File: src/rtl/pal_cfg_pkg.sv
// pal_cfg_pkg
//   Shared definitions for the PAL serial configuration streamer.
//   - state_t      : streamer FSM states
//   - pal_cfg_bits : configuration image length for an N-input, M-output,
//                    P-product-term PAL fabric (2*N*P + P*M); also used by
//                    PAL models that consume the stream
package pal_cfg_pkg;

  typedef enum logic [2:0] {
    IDLE,
    LOAD,
    SHIFT_LO,
    SHIFT_HI,
    APPLY
  } state_t;

  // Each product term sees the true and complement of every input (2*N*P)
  // and each output selects from every product term (P*M).
  function automatic int pal_cfg_bits(input int n, input int m, input int p);
    return 2 * n * p + p * m;
  endfunction

endpackage

File: src/rtl/pal_cfg_halfper.sv
// pal_cfg_halfper
//   Half-period timer for the serial configuration clock. Counts CLK_DIV
//   system clocks and pulses o_tick on the last one, then starts over.
// Ports
//   i_clk     : system clock
//   i_res     : asynchronous reset, active-high
//   i_restart : hold the count at zero (used while not shifting)
//   o_tick    : high on the final clock of each CLK_DIV-cycle half-period
module pal_cfg_halfper #(
  parameter int CLK_DIV = 2
) (
  input  logic i_clk,
  input  logic i_res,
  input  logic i_restart,
  output logic o_tick
);

  localparam int DW = (CLK_DIV > 1) ? $clog2(CLK_DIV) : 1;
  localparam logic [DW-1:0] LAST = DW'(CLK_DIV - 1);

  logic [DW-1:0] r_cnt;

  // Tick is suppressed during restart so the first half-period after a
  // restart is always a full CLK_DIV cycles long.
  assign o_tick = !i_restart && (r_cnt == LAST);

  // The counter wraps on each tick so back-to-back half-periods need no
  // explicit restart from the FSM.
  always_ff @(posedge i_clk or posedge i_res) begin
    if (i_res) begin
      r_cnt <= '0;
    end else if (i_restart || o_tick) begin
      r_cnt <= '0;
    end else begin
      r_cnt <= r_cnt + DW'(1);
    end
  end

endmodule

File: src/rtl/pal_cfg_streamer.sv
// pal_cfg_streamer
//   Transmit side of the PAL serial configuration interface. Accepts
//   configuration words over a valid/ready port and shifts them out LSB-first
//   as cfg_clk/cfg_bit, then raises cfg_en once the whole image is loaded.
// Ports
//   i_clk        : system clock, rising edge
//   i_res        : asynchronous reset, active-high
//   i_start      : pulse, begin a new configuration load (ignored while busy)
//   i_wr_data    : configuration word, bit 0 sent first
//   i_wr_valid   : i_wr_data valid
//   o_wr_ready   : word accepted this cycle when valid is also high
//   o_cfg_clk    : serial config clock, idle low
//   o_cfg_bit    : serial config data, sampled by the PAL on cfg_clk rise
//   o_cfg_en     : image loaded and active
//   o_busy       : load in progress
//   o_done       : one-cycle pulse after the final bit has been shifted
module pal_cfg_streamer
  import pal_cfg_pkg::*;
#(
  parameter int N       = 8,
  parameter int M       = 6,
  parameter int P       = 18,
  parameter int W       = 8,
  parameter int CLK_DIV = 2
) (
  input  logic         i_clk,
  input  logic         i_res,
  input  logic         i_start,
  input  logic [W-1:0] i_wr_data,
  input  logic         i_wr_valid,
  output logic         o_wr_ready,
  output logic         o_cfg_clk,
  output logic         o_cfg_bit,
  output logic         o_cfg_en,
  output logic         o_busy,
  output logic         o_done
);

  localparam int CFG_BITS = pal_cfg_bits(N, M, P);
  localparam int BW       = $clog2(CFG_BITS + 1);
  localparam int IW       = (W > 1) ? $clog2(W) : 1;

  state_t          r_state;
  logic [BW-1:0]   r_bit_cnt;
  logic [IW-1:0]   r_bit_idx;
  logic [W-1:0]    r_shift;
  logic            r_wr_ready;
  logic            r_cfg_clk;
  logic            r_cfg_bit;
  logic            r_cfg_en;
  logic            r_busy;
  logic            r_done;

  logic            w_restart;
  logic            w_tick;
  logic [BW-1:0]   w_bit_cnt_nxt;
  logic [W-1:0]    w_shift_nxt;

  // The half-period timer only runs while shifting, so every SHIFT_LO that
  // follows a word handshake starts from a fresh count.
  assign w_restart     = !((r_state == SHIFT_LO) || (r_state == SHIFT_HI));
  assign w_bit_cnt_nxt = r_bit_cnt + BW'(1);
  assign w_shift_nxt   = r_shift >> 1;

  pal_cfg_halfper #(
    .CLK_DIV (CLK_DIV)
  ) u_halfper (
    .i_clk     (i_clk),
    .i_res     (i_res),
    .i_restart (w_restart),
    .o_tick    (w_tick)
  );

  // Load FSM. cfg_bit is updated only on the cycle cfg_clk falls (or on the
  // word capture), so it is stable across every high phase. The image ends on
  // the bit count rather than the word boundary, which drops the unused upper
  // bits of a partial final word without requesting another word.
  always_ff @(posedge i_clk or posedge i_res) begin
    if (i_res) begin
      r_state    <= IDLE;
      r_bit_cnt  <= '0;
      r_bit_idx  <= '0;
      r_shift    <= '0;
      r_wr_ready <= 1'b0;
      r_cfg_clk  <= 1'b0;
      r_cfg_bit  <= 1'b0;
      r_cfg_en   <= 1'b0;
      r_busy     <= 1'b0;
      r_done     <= 1'b0;
    end else begin
      r_done <= 1'b0;
      case (r_state)
        IDLE, APPLY: begin
          if (i_start) begin
            r_state    <= LOAD;
            r_cfg_en   <= 1'b0;
            r_bit_cnt  <= '0;
            r_busy     <= 1'b1;
            r_wr_ready <= 1'b1;
          end
        end
        LOAD: begin
          if (i_wr_valid && r_wr_ready) begin
            r_shift    <= i_wr_data;
            r_cfg_bit  <= i_wr_data[0];
            r_bit_idx  <= '0;
            r_wr_ready <= 1'b0;
            r_state    <= SHIFT_LO;
          end
        end
        SHIFT_LO: begin
          if (w_tick) begin
            r_cfg_clk <= 1'b1;
            r_state   <= SHIFT_HI;
          end
        end
        SHIFT_HI: begin
          if (w_tick) begin
            r_cfg_clk <= 1'b0;
            r_bit_cnt <= w_bit_cnt_nxt;
            if (w_bit_cnt_nxt == BW'(CFG_BITS)) begin
              r_state  <= APPLY;
              r_done   <= 1'b1;
              r_cfg_en <= 1'b1;
              r_busy   <= 1'b0;
            end else if (r_bit_idx == IW'(W - 1)) begin
              r_state    <= LOAD;
              r_wr_ready <= 1'b1;
            end else begin
              r_state   <= SHIFT_LO;
              r_shift   <= w_shift_nxt;
              r_cfg_bit <= w_shift_nxt[0];
              r_bit_idx <= r_bit_idx + IW'(1);
            end
          end
        end
        default: begin
          r_state <= IDLE;
        end
      endcase
    end
  end

  assign o_wr_ready = r_wr_ready;
  assign o_cfg_clk  = r_cfg_clk;
  assign o_cfg_bit  = r_cfg_bit;
  assign o_cfg_en   = r_cfg_en;
  assign o_busy     = r_busy;
  assign o_done     = r_done;

endmodule

File: config.mk
export PLATFORM = sky130hd
export DESIGN_NAME = pal_cfg_streamer
export DESIGN_NICKNAME = d
export VERILOG_FILES = /design/src/rtl/pal_cfg_pkg.sv /design/src/rtl/pal_cfg_halfper.sv /design/src/rtl/pal_cfg_streamer.sv
export SDC_FILE = /design/constraint.sdc
export NUM_CORES = 1
export LEC_CHECK = 0
export CAP_MARGIN = 10
export CORE_ASPECT_RATIO = 0.6
export CORE_MARGIN = 2
export CORE_UTILIZATION = 45
export CTS_CLUSTER_DIAMETER = 100
export DETAILED_ROUTE_END_ITERATION = 10
export PLACE_DENSITY = 0.67
export SLEW_MARGIN = 10
export SYNTH_ARGS = -nofsm -noshare
export SYNTH_HDL_FRONTEND = slang
export SYNTH_SLANG_ARGS = --single-unit
File: constraint.sdc
create_clock -name i_clk -period 2.5 [get_ports i_clk]
set_input_delay 0.5 -clock i_clk [delete_from_list [all_inputs] [get_ports i_clk]]
set_output_delay 0.5 -clock i_clk [all_outputs]
set_load 0.02 [all_outputs]
## Word level (Yosys, flattened, before mapping)

Index checks and enable logic that the tools add are counted.

| word-level totals | value |
|---|---|
| register bits after elaboration | 30 |
| input bits | 12 |
| output and inout port bits | 6 |

| cells by class | value |
|---|---|
| $add $sub $neg | 3 |
| eq/ne operators | 14 |
| multiplexer cells | 45 |
| reduce and logical (&&, ||, !) cells | 17 |

Operators with widths:

| kind | number |
|---|---|
| $mux W8 | 4 |
| $mux W3 | 9 |
| $mux W1 | 20 |
| $mux W9 | 2 |
| $pmux W9 S2 | 1 |
| $pmux W8 S2 | 1 |
| $pmux W3 S4 | 1 |
| $add A9 B1 Y9 const B | 1 |
| $eq A9 B9 Y1 const B | 1 |
| $ne A2 B1 Y1 const B | 4 |
| $ne A2 B2 Y1 const B | 4 |
| $pmux W1 S2 | 4 |
| $reduce_and A4 Y1 | 2 |
| $eq A3 B2 Y1 const B | 2 |
| $eq A3 B3 Y1 const B | 2 |
| $pmux W3 S2 | 1 |
| $reduce_and A3 Y1 | 2 |
| $reduce_and A6 Y1 | 1 |
| $reduce_bool A2 Y1 | 3 |
| $reduce_and A5 Y1 | 1 |
| $add A3 B1 Y3 const B | 1 |
| $eq A3 B1 Y1 const B | 1 |
| $logic_not A3 Y1 | 1 |
| $pmux W1 S3 | 1 |
| other kinds (7) | 9 |

## Logic depth before layout (Yosys ltp)

Gate-level depths: netlist of run 1.

| depth | value |
|---|---|
| depth after elaboration | 5 |
| mapped depth | 7 |

## Cells and area by module

Synthesis of run 1 repeated with hierarchy kept, for this count alone.

| unflattened totals | value |
|---|---|
| cell total of the unflattened synthesis | 135 |
| area total of the unflattened synthesis | 1500.2 um2 |

Modules (own cells, without submodules):

| module | times used | cells each | area an instance (um2) |
|---|---|---|---|
| pal_cfg_streamer | 1 | 131 | 1453.9 |
| pal_cfg_halfper | 1 | 4 | 46.3 |

## Least setup slack after synthesis of run 1

OpenSTA, ideal clock, no wires.

| timing | value |
|---|---|
| kind | register to register |
| start | reg r_bit_cnt[0] |
| end | reg r_bit_idx[2] |
| setup time | 125 ps |
| arrival time | 2058 ps |
| data required time | 2375 ps |
| slack | 318 ps |
| stages on the path, launching flop included | 7 |
| buffers on the path | 0 |
| period minus slack after synthesis | 2182 ps |
| path through | dfrtp_1 ha_1 nand2_1 or4b_4 a2111oi_4 a21oi_2 mux2_2 |

| on the way | value |
|---|---|
| word-level cells in the longest chain between the ends | 4 |

Ends and longest elaborated chain:

| element | RTL line | text |
|---|---|---|
| start, declared | pal_cfg_streamer.sv:44 | `logic [BW-1:0] r_bit_cnt;` |
| start signal, assigned | pal_cfg_streamer.sv:120 | `r_bit_cnt <= w_bit_cnt_nxt;` |
| $add A9 B1 Y9 | pal_cfg_streamer.sv:62 | `assign w_bit_cnt_nxt = r_bit_cnt + BW'(1);` |
| $eq A9 B9 Y1 | pal_cfg_streamer.sv:121 | `if (w_bit_cnt_nxt == BW'(CFG_BITS)) begin` |
| $ne A2 B2 Y1 (no source line) | n/a |  |
| $reduce_and A5 Y1 (no source line) | n/a |  |
| end signal, assigned | pal_cfg_streamer.sv:133 | `r_bit_idx <= r_bit_idx + IW'(1);` |
| end, declared | pal_cfg_streamer.sv:45 | `logic [IW-1:0] r_bit_idx;` |

No other way between the ends.
A chain may end at the register's enable or synchronous reset.

## Final worst setup path of run 1

| timing | value |
|---|---|
| start | reg r_bit_cnt[1] |
| end | reg r_bit_idx[1] |

The elaborated chain is that of the path after synthesis.

==> results of run 1 <==
==> power breakdown <==
part	internal, uW	switching [uW]	total, uW	leakage [uW]
Clock	218	166	384	0.0000443
Sequential	626	159	784	0.000372
Combinational	387	397	784	0.000386
==> area by class of cell <==
type / count / area, sq um / area share, %
Clock buffer: 7 / 86.3 / 4.70
Sequential cell: 29 / 726 / 39.5
Multi-Input combinational cell: 104 / 734 / 40.0
Inverter: 5 / 18.8 / 1.02
Timing Repair Buffer: 23 / 215 / 11.7
Tap cell: 45 / 56.3 / 3.07
==> routing by layer <==
layer	track usage [%]	vias to the layer above
met5	0	-
met4	4.39	0
met3	5.60	2
met2	27.3	31
met1	28.3	549
li1	-	558
==> state kept, by name (all words and copies together) (netlist names) <==
register and flops:
r_bit_idx 3, o_done 1, r_bit_cnt 9, r_state 3, u_halfper.r_cnt 1, o_wr_ready 1, r_shift 8, o_cfg_en 1
o_cfg_clk 1, o_busy 1
==> cells in the final DEF, fill, tap and decap left out, types with 4 or more instances in the layout <==
cell type | netlist | routed
nand2_1 | 13 | 13
dfrtp_1 | 29 | 29
inv_1 | 5 | 5
ha_1 | 4 | 4
clkbuf_8 | 0 | 6
mux2_2 | 15 | 15
a21oi_1 | 4 | 4
buf_4 | 0 | 6
nand3_1 | 10 | 10
clkdlybuf4s50_1 | 0 | 17
nor2_1 | 9 | 9
o21ai_0 | 14 | 14
==> worst max-delay path: stages (launching register included) <==
cell and delay [ns]:
dfrtp_1 0.42, ha_1 0.28, nand2_1 0.12, or4b_4 0.51
a2111oi_4 0.37, buf_4 0.19, nor3_1 0.09, a32o_1 0.26
==> synth_stat cells, drive strengths merged <==
library cell	number	area [sq um]
or4b	1	13.8
mux2	15	169
or2	1	6.26
nand2	13	48.8
dfrtp	29	726
nor3	3	15.0
nor2b	1	6.26
a21oi	5	28.8
nor4b	1	8.76
o22ai	1	6.26
a21o	2	15.0
nand4b	1	8.76
xor2	3	26.3
o21a	1	7.51
o221ai	1	8.76
nor2	9	33.8
xnor2	3	26.3
a2111oi	1	27.5
nand3b	1	7.51
nand2b	1	6.26
nand3	11	60.1
or3	2	12.5
clkbuf	5	18.8
inv	5	18.8
a32o	2	20.0
or3b	1	8.76
o21ai	14	70.1
a22o	2	17.5
and3	3	18.8
ha	4	50.1
and2	1	6.26
==> logic make-up after synthesis <==
| kind of cell | count (synthesis) | share of synthesized area [%] |
|---|---|---|
| AND/OR/NAND/NOR | 50 | 17.5 |
| buffers and inverters | 10 | 2.51 |
| flip-flops | 29 | 48.5 |
| AO/OA/AOI/OAI | 29 | 13.5 |
| multiplexers | 15 | 11.3 |
| adder cells (fa/ha/maj) | 4 | 3.34 |
| XOR/XNOR | 6 | 3.51 |
==> metrics by stage <==
| stage | hold WS (ns) | power, uW | std cells | setup WS [ns] |
|---|---|---|---|---|
| after global placement | 0.465 | 1520 | 206 | 0.119 |
| after global routing | 0.504 | 2100 | 213 | 0.0517 |
| after CTS | 0.483 | 1960 | 213 | 0.152 |
| after floorplan | 0.462 | 1320 | 143 | 0.318 |
| final | 0.472 | 1950 | 213 | 0.155 |
| after detailed placement | 0.470 | 1570 | 206 | 0.0326 |
==> path summary, 6_finish.rpt <==
kind                                          startpoint                  endpoint  slack (ns)  cells after the start
min in group asynchronous                          i_res  r_bit_cnt[0]$_DFFE_PP0P_        0.60                      3
worst min register to register     o_cfg_clk$_DFFE_PP0P_     o_cfg_clk$_DFFE_PP0P_        0.47                      2
worst max register to register  r_bit_cnt[1]$_DFFE_PP0P_  r_bit_idx[1]$_DFFE_PP0P_        0.15                      7
max in group asynchronous                          i_res    r_shift[4]$_DFFE_PP0P_        1.63                      3
worst min-delay path               o_cfg_clk$_DFFE_PP0P_     o_cfg_clk$_DFFE_PP0P_        0.47                      2
worst max-delay path            r_bit_cnt[1]$_DFFE_PP0P_  r_bit_idx[1]$_DFFE_PP0P_        0.15                      7
==> metrics.yaml, run 1 <==
finish.net_count: 184
vias_in_the_first_global_route: 1118
drt.antenna.violating_nets: 0
end_kind: "flop"
boundaryPins: 18
synth_area_per_cell_sq_um: 10.5
clock_tree.buffer_depth: 2
timing.final.crit_period_ns: 2.35
place.gp.congestion: 0.810
final_hold_viol_count: 0
run_status: "complete, no violations"
max_clock_freq_ghz: 0.426
netlist-cell-type-count: 33
clk_root_buffer_cell: "clkbuf_8"
vias_per_cell: 5.35
num_vias: 1140
first_iter_violations: 84
grt_start_max_net_pins: 30
synthesized_area_sq_um: 1500
maxCapViolCount: 0
ctsHoldBuffers: 0
width_of_the_die_microns: 78.5
setup-tns-final_ns: 0
p_leak_uw: 0.000802
cts.htree.levels: 2
die_area_sq_um: 3820
dr_wl_met3_microns: 161
synthCells: 143
cts_tree: "yes"
dp_hpwl_mm: 2.37
final_area_sq_um: 1840
detail_route.wirelength_mm: 3.24
post_cts_resized: 0
floorplan.core_area_sq_um: 3220
layout-drive-gt1-share_pct: 19.6
power.density_cell_area_nw_per_um2: 1060
slew_worst_pin_ns: 0.521
slew_headroom_pct: 65.0
maximum_clock_skew_at_final_layout_ns: 0.00737
remaining_drc_errors: 0
synth-seq-area-share_pct: 48.5
antenna_violations_before_repair: 0
io_buffer_count: 17
clk_latency_ns: 0.27
insertedDiodeCount: 0
route.top_layer_used: "met4"
filler_cell_count: 284
worstSetupStartpointType: "flop"
track_usage_pct: 19.0
detail_route.first_pass.iterations: 4
ys_warn_count: 0
placement.cell_area_sq_um: 1750
start_util_pct: 46.5
holdCritPathClass: "reg2reg"
global_route_overflow: 0
detailroute.wirelength.met2_mm: 1.41
vdd_drop_max_mv: 0.611
syn_nets: 159
cts_post_setup_buffers_inserted: 0
cts.clk_slew.worst_paths_ns: 0.06
setup_viol: 0
placementRows: 16
grt_setup_unrepaired: "no"
maximum_fanout_encountered_on_the_critical_timing_path: 5
final-max-slew-violation-count: 0
synth-seq-cells: 29
worst-endpoint-required_ns: 2.65
cts-buffers-inserted: 5
route.layer.met1.wl_mm: 1.65
final_min_period_over_clock_period_pct: 93.8
setup.worst_path.class: "reg2reg"
final_core_utilization_pct: 57.0
grt_first_pass_wirelength_mm: 5.48
route.detailed.wl_per_inst_microns: 15.2
die_y_microns: 48.7
clock_sink_count: 29
critical_path_arrival_ns: 2.50
areaGrowthSynthToFinish_pct: 22.6
No activity file was read; power rests on OpenSTA's default activity.
==> run 2: changes to the inputs <==
--- a/config.mk
+++ b/config.mk
@@ -12,6 +12,8 @@
 export CTS_CLUSTER_DIAMETER = 100
 export DETAILED_ROUTE_END_ITERATION = 10
 export PLACE_DENSITY = 0.67
+export RECOVER_POWER = 100
+export SKIP_CTS_REPAIR_TIMING = 1
 export SLEW_MARGIN = 10
 export SYNTH_ARGS = -nofsm -noshare
 export SYNTH_HDL_FRONTEND = slang
==> run 2 against run 1 <==
The flow now finishes with violations (capacitance limit, slew limit). Largest power group unchanged. Clock power hardly changed. Critical path type unchanged. Register-to-register slack hardly changed. Critical path depth is 1 lower. Largest cell class unchanged. Final cell count stayed put.
==> metrics.yaml, run 2 (synthesis gave the netlist of run 1 again) <==
maximum_fanout_encountered_on_the_critical_timing_path: 8  # +3
setup_viol: 0  # unchanged
dp_hpwl_mm: 2.37  # unchanged
cp_cell_sequence: "ha_1 -> nand2_1 -> or4b_4 -> a2111oi_4 -> a21oi_2 -> mux2_2"
final_core_utilization_pct: 56.8  # -0.23 points
vdd_drop_max_mv: 0.611  # about the same
boundaryPins: 18  # unchanged
final-max-slew-violation-count: 30  # +30
placementRows: 16  # unchanged
clk_root_buffer_cell: "clkbuf_8"
hp-start: "o_cfg_clk$_DFFE_PP0P_"
cell_internal_pwr_uw: 1220  # -1.1%
reg2reg_setup_slack_ns: 0.15  # about the same
slew_worst_pin_ns: 1.55  # +1.03 ns
die_y_microns: 48.7  # unchanged
io_buffer_count: 17  # unchanged
slew_headroom_pct: -3.51  # -69 points
ff2ff_path_depth: 6  # -1
largest_register_ffs: 9  # unchanged
drt.antenna.violating_nets: 0  # unchanged
critical-path-slowest-cell: "or4b_4"
cts.clk_slew.worst_paths_ns: 0.06  # about the same
detail_route.wirelength_mm: 3.28  # +1.2%
grt_setup_unrepaired: "no"
clk_latency_ns: 0.27  # about the same
die_area_sq_um: 3820  # unchanged
final_area_sq_um: 1830  # -0.41%
grt_first_pass_wirelength_mm: 5.48  # unchanged
top_library_cells_by_usage_in_the_layout_fill_and_taps_aside: "dfrtp_1 (29), mux2_2 (15), o21ai_0 (14)"
worstSetupStartpointType: "flop"
post-route-worst-setup-slack_ns: 0.146  # -0.00826 ns
detail_route.first_pass.iterations: 4  # unchanged
clock_sink_count: 29  # unchanged
num_vias: 1161  # +1.8%
top_register: "r_bit_cnt"
critical_path_arrival_ns: 2.50  # about the same
run_status: "finished with violations"
layout_commonest_cell: "dfrtp_1"
timing.final.crit_period_ns: 2.35  # +0.00826 ns
vias_per_cell: 5.45  # +1.8%
layout-drive-gt1-share_pct: 18.5  # -1.2 points
maximum_clock_skew_at_final_layout_ns: 0.00815  # +0.000781 ns
portion_of_total_power_attributed_to_sequential_cells_pct: 40.5  # +0.3 points
place.gp.congestion: 0.810  # unchanged
power_switching_uw: 724  # +0.42%
timing.rr.start: "r_bit_cnt[1]$_DFFE_PP0P_"
final_hold_viol_count: 0  # unchanged
worstReg2RegEnd: "r_shift[0]$_DFFE_PP0P_"
grt_start_max_net_pins: 30  # unchanged
critical_path.startpoint: "r_bit_cnt[1]$_DFFE_PP0P_"
clock_tree.buffer_depth: 2  # unchanged
width_of_the_die_microns: 78.5  # unchanged
max_clock_freq_ghz: 0.425  # -0.35%
cts_tree: "yes"
p_leak_uw: 0.000802  # about the same
filler_cell_count: 284  # unchanged
timing.critical_path.slowest_cell_delay_ns: 0.51  # about the same
swShare_pct: 37.3  # +0.36 points
finalNonFillerCells: 213  # unchanged
placement.cell_area_sq_um: 1750  # unchanged
power.density_cell_area_nw_per_um2: 1060  # -0.15%
reg_top3: "r_bit_cnt: 9 flops, r_shift: 8 flops"
sequential_cell_area_sq_um: 726  # unchanged
start_util_pct: 46.5  # unchanged
global_route_overflow: 0  # unchanged
place.detailed.instances: 206  # unchanged
vias_in_the_first_global_route: 1118  # unchanged
track_usage_pct: 19.0  # unchanged
insertedDiodeCount: 0  # unchanged
hold_path_end: "o_cfg_clk$_DFFE_PP0P_"
setup.worst_path.class: "reg2reg"
remaining_drc_errors: 0  # unchanged
dp_worst_setup_slack_ns: 0.0326  # unchanged
holdCritPathClass: "reg2reg"
finish.net_count: 184  # unchanged
antenna_violations_before_repair: 0  # unchanged
worst-endpoint-required_ns: 2.65  # about the same
floorplan.core_area_sq_um: 3220  # unchanged
setup-tns-final_ns: 0  # unchanged
holdPathStages: 2  # unchanged
multi_input_area_sq_um: 734  # unchanged
cts.htree.levels: 2  # unchanged
maxCapViolCount: 1  # +1
areaGrowthSynthToFinish_pct: 22.1
route.detailed.wl_per_inst_microns: 15.4  # +1.2%
final_min_period_over_clock_period_pct: 94.1  # +0.33 points
first_iter_violations: 83  # -1.2%
failed_checks: "capacitance limit, slew limit"
end_kind: "flop"
clockPowerShare_pct: 19.7  # about the same
pwr-share-comb_pct: 39.8  # -0.4 points
cts-buffers-inserted: 5  # unchanged
## run 2: worst max-delay path by stage
stage | end | slack, ns
floorplan | r_bit_idx[2]$_DFFE_PP0P_ | 0.32
detailed placement | r_shift[0]$_DFFE_PP0P_ | 0.03
CTS | r_shift[0]$_DFFE_PP0P_ | 0.15
finish | r_shift[0]$_DFFE_PP0P_ | 0.15
global route | r_bit_idx[2]$_DFFE_PP0P_ | 0.05
global placement | r_shift[0]$_DFFE_PP0P_ | 0.12
## run 2: worst max-delay path: cells and delay by family, from the launching register on
kind,cells,cell delay (ns)
simple gates,2,0.63
fa+ha+maj,1,0.28
mux,1,0.32
compound gates,2,0.58
flops,1,0.42
## run 2: final cells by class
cell class	count	share of cell area (%)
Tap cell	45	3.08
Multi-Input combinational cell	104	40.2
Sequential cell	29	39.7
Inverter	5	1.03
Clock buffer	7	4.72
Timing Repair Buffer	23	11.4
## run 2: metal layers
metal,track usage (%),wire [microns]
met5,0,0
met4,4.39,14
met3,5.60,174
met2,27.3,1430
met1,28.3,1660
## run 2: power groups by stage
stage | logic, uW | clock network (uW) | registers, uW
floorplan | 561 | 0 | 757
global placement | 746 | 0 | 776
detailed placement | 785 | 0 | 789
CTS | 787 | 393 | 784
global route | 856 | 425 | 807
finish | 773 | 383 | 786
## run 2: stage by stage
step	total power (uW)	hold WS (ns)
final	1940	0.467
after global routing	2090	0.499
after CTS	1960	0.483
after detailed placement	1570	0.470
after global placement	1520	0.465
after floorplan	1320	0.462
==> run 3: changes to the inputs <==
--- a/config.mk
+++ b/config.mk
@@ -8,10 +8,10 @@
 export CAP_MARGIN = 10
 export CORE_ASPECT_RATIO = 0.6
 export CORE_MARGIN = 2
-export CORE_UTILIZATION = 45
+export CORE_UTILIZATION = 54
 export CTS_CLUSTER_DIAMETER = 100
 export DETAILED_ROUTE_END_ITERATION = 10
-export PLACE_DENSITY = 0.67
+export PLACE_DENSITY = 0.78
 export RECOVER_POWER = 100
 export SKIP_CTS_REPAIR_TIMING = 1
 export SLEW_MARGIN = 10
==> run 3 against run 2 <==
The run still ends with capacitance limit, slew limit left. Maximum frequency up 2.7%. Utilization increased by 13 points. Cell area decreased by 1.5%. Worst hold slack better by 0.015 ns. Via count up 1.4%. Critical endpoint is now r_shift[2]$_DFFE_PP0P_. Largest cell class unchanged. Highest routed layer unchanged.
==> metrics.yaml, run 3 (synthesis gave the netlist of run 1 again) <==
run_status: "finished with violations"
failed_checks: "capacitance limit, slew limit"
largest_register_ffs: 9  # unchanged
cp_cell_sequence: "ha_2 -> nand2_1 -> or4b_4 -> a2111oi_4 -> a21oi_2 -> mux2_2"
filler_cell_count: 187  # -34%
top_library_cells_by_usage_in_the_layout_fill_and_taps_aside: "dfrtp_1 (29), mux2_2 (15), o21ai_0 (14)"
slew_worst_pin_ns: 1.53  # -0.0191 ns
vias_in_the_first_global_route: 1171  # +4.7%
clk_latency_ns: 0.28  # about the same
cts-buffers-inserted: 5  # unchanged
io_buffer_count: 17  # unchanged
holdCritPathClass: "reg2reg"
insertedDiodeCount: 0  # unchanged
finish.net_count: 183  # -0.54%
grt_start_max_net_pins: 30  # unchanged
timing.final.crit_period_ns: 2.29  # -0.0616 ns
clock_sink_count: 29  # unchanged
maximum_fanout_encountered_on_the_critical_timing_path: 8  # unchanged
route.detailed.wl_per_inst_microns: 15.5  # +0.43%
floorplan.core_area_sq_um: 2570  # -20%
p_leak_uw: 0.000789  # -1.6%
place.detailed.instances: 192  # -6.8%
first_iter_violations: 125  # +51%
track_usage_pct: 23.0  # +4.0 points
layout_commonest_cell: "dfrtp_1"
width_of_the_die_microns: 72.0  # -8.3%
top_register: "r_bit_cnt"
setup.worst_path.class: "reg2reg"
detail_route.first_pass.iterations: 4  # unchanged
critical-path-slowest-cell: "or4b_4"
die_area_sq_um: 3220  # -16%
start_util_pct: 58.2  # +12 points
final-max-slew-violation-count: 30  # unchanged
power.density_cell_area_nw_per_um2: 1050  # -0.94%
dp_worst_setup_slack_ns: -0.00140  # -0.0340 ns
finalNonFillerCells: 200  # -6.1%
final_core_utilization_pct: 70.0  # +13 points
final_hold_viol_count: 0  # unchanged
clk_root_buffer_cell: "clkbuf_8"
placementRows: 14  # -2
worst-endpoint-required_ns: 2.66  # about the same
p_total_uw: 1890  # -2.4%
vias_per_cell: 5.89  # +8.0%
grt_first_pass_wirelength_mm: 5.49  # +0.13%
worstPathBufferInverterCount: 0  # unchanged
max_clock_freq_ghz: 0.436  # +2.7%
num_vias: 1177  # +1.4%
maxCapViolCount: 1  # unchanged
remaining_drc_errors: 0  # unchanged
clock_tree.buffer_depth: 2  # unchanged
cp_top_family: "simple AND/OR/NAND/NOR gates"
global_route_overflow: 0  # unchanged
critical_path_arrival_ns: 2.45  # -0.05 ns
die_y_microns: 44.8  # -8.0%
final.hold.worst_slack_ns: 0.481  # +0.0147 ns
place.gp.congestion: 0.838  # +3.4%
cts.htree.levels: 2  # unchanged
end_kind: "flop"
grt_setup_unrepaired: "no"
drt.antenna.violating_nets: 0  # unchanged
final_min_period_over_clock_period_pct: 91.7  # -2.5 points
reg_top3: "r_bit_cnt: 9 flops, r_shift: 8 flops"
boundaryPins: 18  # unchanged
setup_viol: 0  # unchanged
dp_hpwl_mm: 2.28  # -3.8%
antenna_violations_before_repair: 0  # unchanged
worstSetupStartpointType: "flop"
areaGrowthSynthToFinish_pct: 20.3
cts.clk_slew.worst_paths_ns: 0.06  # about the same
slew_headroom_pct: -2.24  # +1.3 points
post-route-worst-setup-slack_ns: 0.208  # +0.0616 ns
vdd_drop_max_mv: 0.459  # -25%
timing.critical_path.slowest_cell_delay_ns: 0.50  # about the same
cts_tree: "yes"
detail_route.wirelength_mm: 3.10  # -5.7%
maximum_clock_skew_at_final_layout_ns: 0.00554  # -0.00261 ns
layout-drive-gt1-share_pct: 17.9  # -0.60 points
## run 3: cell types whose count changed in the layout (fill, tap and decap cells not counted), sizes merged
cell / previous run / this run
clkbuf: 9 / 10
buf: 4 / 3
dlygate4sd3: 8 / 7
clkdlybuf4s50: 9 / 10
## run 3: area by class of cell
class / instances / area (sq um) / share of cell area [%]
repair buffers: 22 / 200 / 11.1
flip-flops and latches: 29 / 726 / 40.3
multi-input cells: 104 / 737 / 40.9
well taps: 32 / 40.0 / 2.22
clock buffers: 8 / 80.1 / 4.44
inverters: 5 / 18.8 / 1.04
## run 3: through the flow
step / setup TNS (ns) / cell area (sq um)
6_report: 0 / 1800
5_1_grt: 0 / 1800
4_1_cts: 0 / 1810
3_5_place_dp: -0.00315 / 1730
3_3_place_gp: 0 / 1730
2_1_floorplan: 0 / 1500
## run 3: report_power, final
part | switching (uW) | leakage (uW) | internal (uW)
Combinational | 385 | 0.000378 | 365
Clock | 161 | 0.0000395 | 197
Sequential | 160 | 0.000372 | 626
Total | 706 | 0.000789 | 1190
## run 3: worst paths after layout
| path | start | to | slack [ns] | cells past startpoint |
|---|---|---|---|---|
| worst max-delay path | r_bit_cnt[0]$_DFFE_PP0P_ | r_shift[2]$_DFFE_PP0P_ | 0.21 | 6 |
| worst min-delay path | o_cfg_clk$_DFFE_PP0P_ | o_cfg_clk$_DFFE_PP0P_ | 0.48 | 2 |
| worst max register to register | r_bit_cnt[0]$_DFFE_PP0P_ | r_shift[2]$_DFFE_PP0P_ | 0.21 | 6 |
| worst min register to register | o_cfg_clk$_DFFE_PP0P_ | o_cfg_clk$_DFFE_PP0P_ | 0.48 | 2 |
| max in group asynchronous | i_res | r_bit_idx[1]$_DFFE_PP0P_ | 0.54 | 3 |
| min in group asynchronous | i_res | o_cfg_en$_DFFE_PP0P_ | 1.07 | 3 |
## run 3: worst reg2reg max path, delay by kind of cell, from the launching register on
kind	cells	cell delay (ns)
fa+ha+maj	1	0.26
flops	1	0.43
simple gates	2	0.60
compound gates	2	0.58
mux	1	0.32
## run 3: metal layers
metal / vias up / track usage [%] / wire (microns)
li1: 554 / - / -
met1: 574 / 32.9 / 1530
met2: 46 / 34.8 / 1370
met3: 3 / 6.03 / 175
met4: 0 / 7.17 / 20
met5: - / 0 / 0
